--- src/rtl/keep_masked_compare.sv ---
// rtl/keep_masked_compare.sv - combinational beat comparator with optional TKEEP byte masking
//
// Ports:
//   in_data_i / in_keep_i   : received beat
//   exp_data_i / exp_keep_i : expected beat
//   mismatch_o              : 1 when the beats differ under the selected compare mode
module keep_masked_compare #(
  parameter int DATA_WIDTH = 512,
  parameter bit CHECK_KEEP = 1'b1,
  localparam int KEEP_WIDTH = DATA_WIDTH / 8
) (
  input  logic [DATA_WIDTH-1:0] in_data_i,
  input  logic [KEEP_WIDTH-1:0] in_keep_i,
  input  logic [DATA_WIDTH-1:0] exp_data_i,
  input  logic [KEEP_WIDTH-1:0] exp_keep_i,
  output logic                  mismatch_o
);

  if (CHECK_KEEP) begin : g_masked
    // Keep vectors must match exactly, so the received keep alone selects the
    // lanes whose data is compared.
    always_comb begin
      mismatch_o = (in_keep_i != exp_keep_i);
      for (int i = 0; i < KEEP_WIDTH; i++) begin
        if (in_keep_i[i] && (in_data_i[i*8 +: 8] != exp_data_i[i*8 +: 8])) begin
          mismatch_o = 1'b1;
        end
      end
    end
  end else begin : g_full
    logic unused_keep;
    assign unused_keep = ^{in_keep_i, exp_keep_i};
    assign mismatch_o  = (in_data_i != exp_data_i);
  end

endmodule

--- config.mk ---
export PLATFORM = sky130hd
export DESIGN_NAME = keep_masked_compare
export DESIGN_NICKNAME = d
export VERILOG_FILES = /design/src/rtl/keep_masked_compare.sv
export SDC_FILE = /design/constraint.sdc
export NUM_CORES = 1
export LEC_CHECK = 0
export CAP_MARGIN = 20
export CELL_PAD_IN_SITES_DETAIL_PLACEMENT = 1
export CELL_PAD_IN_SITES_GLOBAL_PLACEMENT = 1
export CORE_AREA = 4 4 450 452
export DETAILED_ROUTE_END_ITERATION = 10
export DIE_AREA = 0 0 454 456
export GPL_ROUTABILITY_DRIVEN = 0
export PLACE_DENSITY_LB_ADDON = 0.12
export SLEW_MARGIN = 20
export SYNTH_ARGS = -nofsm -noshare
export SYNTH_HDL_FRONTEND = slang
export SYNTH_SLANG_ARGS = --single-unit
--- constraint.sdc ---
create_clock -name vclk -period 2.2
set_input_delay 0.33 -clock vclk [all_inputs]
set_output_delay 0.33 -clock vclk [all_outputs]
set_load 0.01 [all_outputs]
# Word-level counts from Yosys, hierarchy flattened
# Index checks and enable logic that the tools add are counted.
# classes
n_reduce_logical,64
n_mux,64
eq_ne,65
# ops
cell,count
inequality test 8 bit,64
logical AND 1 bit,64
two-way mux 1 bit,64
inequality test 64 bit,1
# word_totals
regBits,0
elab_cells,193
output_inout_bits,1
inputBits,1152

# Logic depth before layout (Yosys ltp)
# logic_depth
ltp_word,66
mapped_depth,7
ltp_nobuf,7

# Worst setup path after synthesis
# OpenSTA, ideal clock, no wires.
# synth_timing
kind,input -> output
start,in exp_keep_i[6]
end,out mismatch_o
path_slack_ns,0.131
t_arrival_ns,1.739
path_buffers,0
required_time_ns,1.870
path_stages,7
cell_sequence,xnor2_1 -> nand4_1 -> nor4_2 -> nand4_1 -> or4_1 -> nor4_2 -> nand4_1
# synth_between
elab_chain_len,65
# synth_rtl
item,line,source
"start, declared",15,"input logic [KEEP_WIDTH-1:0] exp_keep_i,"
inequality test 64 bit,23,mismatch_o = (in_keep_i != exp_keep_i);
two-way mux 1 bit (64 in series),25,if (in_keep_i[i] && (in_data_i[i*8 +: 8] != exp_data_i[i*8 +: 8])) begin
"end, declared",16,output logic mismatch_o
# Every way passes these cells.

# Final worst setup path
# layout_timing
start,in exp_keep_i[42]
end,out mismatch_o
# The elaborated chain is that of the path after synthesis.

==> key figures <==
Run status
  • Status: complete, but fails checks
  • Failing checks: negative setup slack

Critical path
  • Max Fanout on Critical Path: 1
  • Critical path, cell by cell: dlygate4sd2_1 -> xnor2_2 -> nand4_1 -> nor4_4 -> nand4_1 -> buf_6 -> or4_4 -> nor4_4 -> nand4_1 -> buf_6
  • Critical Path RT: 1870 ps
  • Worst path max stage delay: ~540 ps
  • Critical path arrival: 2920 ps
  • Crit path depth: 10
  • CP bufs+invs: 3
  • Slowest CP cell: or4_4
  • Crit path top cell by count: nand4_1
  • Setup CP Type: in -> out
  • CP delay by family, top: simple AND/OR/NAND/NOR gates
  • Critical Path Start Type: input pin
  • Crit. Startpoint: exp_keep_i[42]
  • CP Capture Type: primary output
  • Worst setup path end: mismatch_o

STA
  • Fin. Hold Viols: 0
  • Final Setup Violations: 1
  • F_max: 307.3 MHz
  • Slew Limit Fails: 0
  • Post-layout minimum cycle time: between 3000 and 4000 ps
  • Slew HR: 70.73%
  • Worst Max-Slew Pin Slew: approximately 430 ps
  • Final WS setup: -1054 ps
  • Final Cycle Share: 147.9%
  • RSZ-0062 raised after global routing: yes

Global routing
  • Total GRT Usage: around 13%
  • Routing usage on met1: between 10% and 20%
  • Vias in the first global route: roughly 13000
  • Initial antenna violation count: about 190
  • Largest net degree at the start of global routing: 3
  • Met3 usage: approximately 3.5%
  • Met2 usage: 24.96%
  • GR peak layer: met2
  • GRT overflow: 0
  • First-pass GRT wire length: about 170 mm

Floorplan
  • Starting Density: ~3.2%
  • Die area: 207000 um^2
  • Core Box Area: 198800 um^2
  • I/O pin count: 1153
  • Die Span Y: between 400 and 500 um
  • Row count: 164
  • Die Wd: 454 um

Power and ir drop
  • P per Cell Area: between 150 and 200 nW/um^2
  • LEAKAGE: between 7 and 8 nW
  • Tot Pwr: between 0.004 and 0.005 W
  • Worst VDD drop: around 0.049 mV

Routing
  • Via Count: 12134
  • DR vias/cell: 2.523
  • Drt wl/cell: about 29 um
  • WL final: between 100 and 150 mm
  • ANT nets after route: 0
  • Residual DRC: 0
  • Initial drt markers: between 400 and 500
  • Drt first pass iters: 5

Synth
  • Compound-gate portion of the synthesized area: 4.964%
  • Synth area leaders: xnor2_1, nand4_1, o21ai_0
  • Synth Area in Adders: 0%
  • Multiplexer share of the synthesized area: 0%
  • Simple-Gate Fraction of Synth Area: between 10% and 20%
  • Largest family of logic cells by synthesized area: XOR/XNOR gates
  • Yosys warnings: 0
  • Top-count cell post-synth: xnor2_1
  • Top cells by count, synth: xnor2_1, nand4_1, o21ai_0
  • Leading area contributor after synthesis: xnor2_1
  • Synthesized area: between 6000 and 7000 um^2
  • Syn Nets: 1963
  • Synthesized instance count: ~800
  • Seq/Total Area, Yosys: 0%
  • Synthesized area per cell: about 8 um^2
  • Synth top area share: 78.18%
  • Xor/xnor share of the synthesized area: about 78%
  • Synth cell types: 8

Layout
  • P&R area growth vs syn: 260.0%
  • Layout cells sized above 1: 11.73%
  • Seq cells: 0
  • Final nets: approximately 3300
  • FF+latch area: 0 um^2
  • Clock buffer count: 0
  • # fillers: roughly 23000
  • Fin area: between 20000 and 25000 um^2

Clock tree
  • Post-CTS Setup Bufs: 0
  • Cts hold-fix bufs: 0

Placed design
  • Port bufs: 1153
  • Detailed placer's ending HPWL: roughly 140 mm
  • DP Area: 22720 um^2

Worst hold path
  • Min-Delay Path Class: in -> out
  • Hold Startpoint: in_keep_i[27]

Run
  • Total of max-cap violations: 0
[power breakdown]
group	total, W	switching, W	internal [W]
logic	0.00431	0.00152	0.00279
registers	0	0	0
clock network	0.00000000191	0	0.00000000191
total	0.00431	0.00152	0.00279
[routing by layer]
layer	vias to the layer above	share of wire, %
met1	5523	37
met5	-	0.29
met2	753	54
met3	286	7.5
li1	5510	-
met4	62	1.7
[how the worst min path moves through the flow]
stage	slack (ps)	cells past startpoint	end
detailed placement	1970	7	mismatch_o
finish	1600	7	mismatch_o
global route	1650	7	mismatch_o
floorplan	930	4	mismatch_o
global placement	1960	7	mismatch_o
CTS	1650	7	mismatch_o
[cells by family (layout without fill, tap and decap cells)]
family / count (synthesis) / in the layout
XOR/XNOR: 576 / 576
AND/OR/NAND/NOR: 171 / 171
AO/OA/AOI/OAI: 64 / 64
other: 0 / 32
buffers and inverters: 0 / 1311
[cell usage in the layout, fill, tap and decap left out, types with 9 or more instances in the layout]
cell | synthesis | routed
clkdlybuf4s50_1 | 0 | 1029
xnor2_1 | 576 | 538
nand4_1 | 161 | 161
buf_4 | 0 | 140
dlymetal6s2s_1 | 0 | 64
o21ai_0 | 64 | 44
diode_2 | 0 | 32
xnor2_2 | 0 | 31
dlygate4sd2_1 | 0 | 21
clkbuf_2 | 0 | 18
buf_6 | 0 | 13
buf_12 | 0 | 12
o21ai_1 | 0 | 10
o21ai_2 | 0 | 10
buf_2 | 0 | 9
[per-stage QoR]
step	std cells	utilization, %	hold slack, ps	TNS (ps)	setup slack (ps)
finish	4810	11.68	1595	-1054	-1054
global route	4788	11.66	1645	-1176	-1176
CTS	4782	11.54	1647	-1237	-1237
detailed placement	4786	11.42	1975	-2012	-2012
global placement	4786	11.42	1965	-2170	-2170
floorplan	811	-	925.9	0	131.1
[repair_timing]
action                     4_1_cts  5_1_grt
setup endpoints to repair        1        1
resized for setup              176      147
pin swaps                       48       71
[area by class of cell]
cell class	count	area [um^2]	area share [%]
Tap cell	2656	3323	14.31
Timing Repair Buffer	1311	12910	55.57
Multi-Input combinational cell	811	6918	29.78
Antenna cell	32	80.08	0.3447
(Power assumes the default switching activity.)
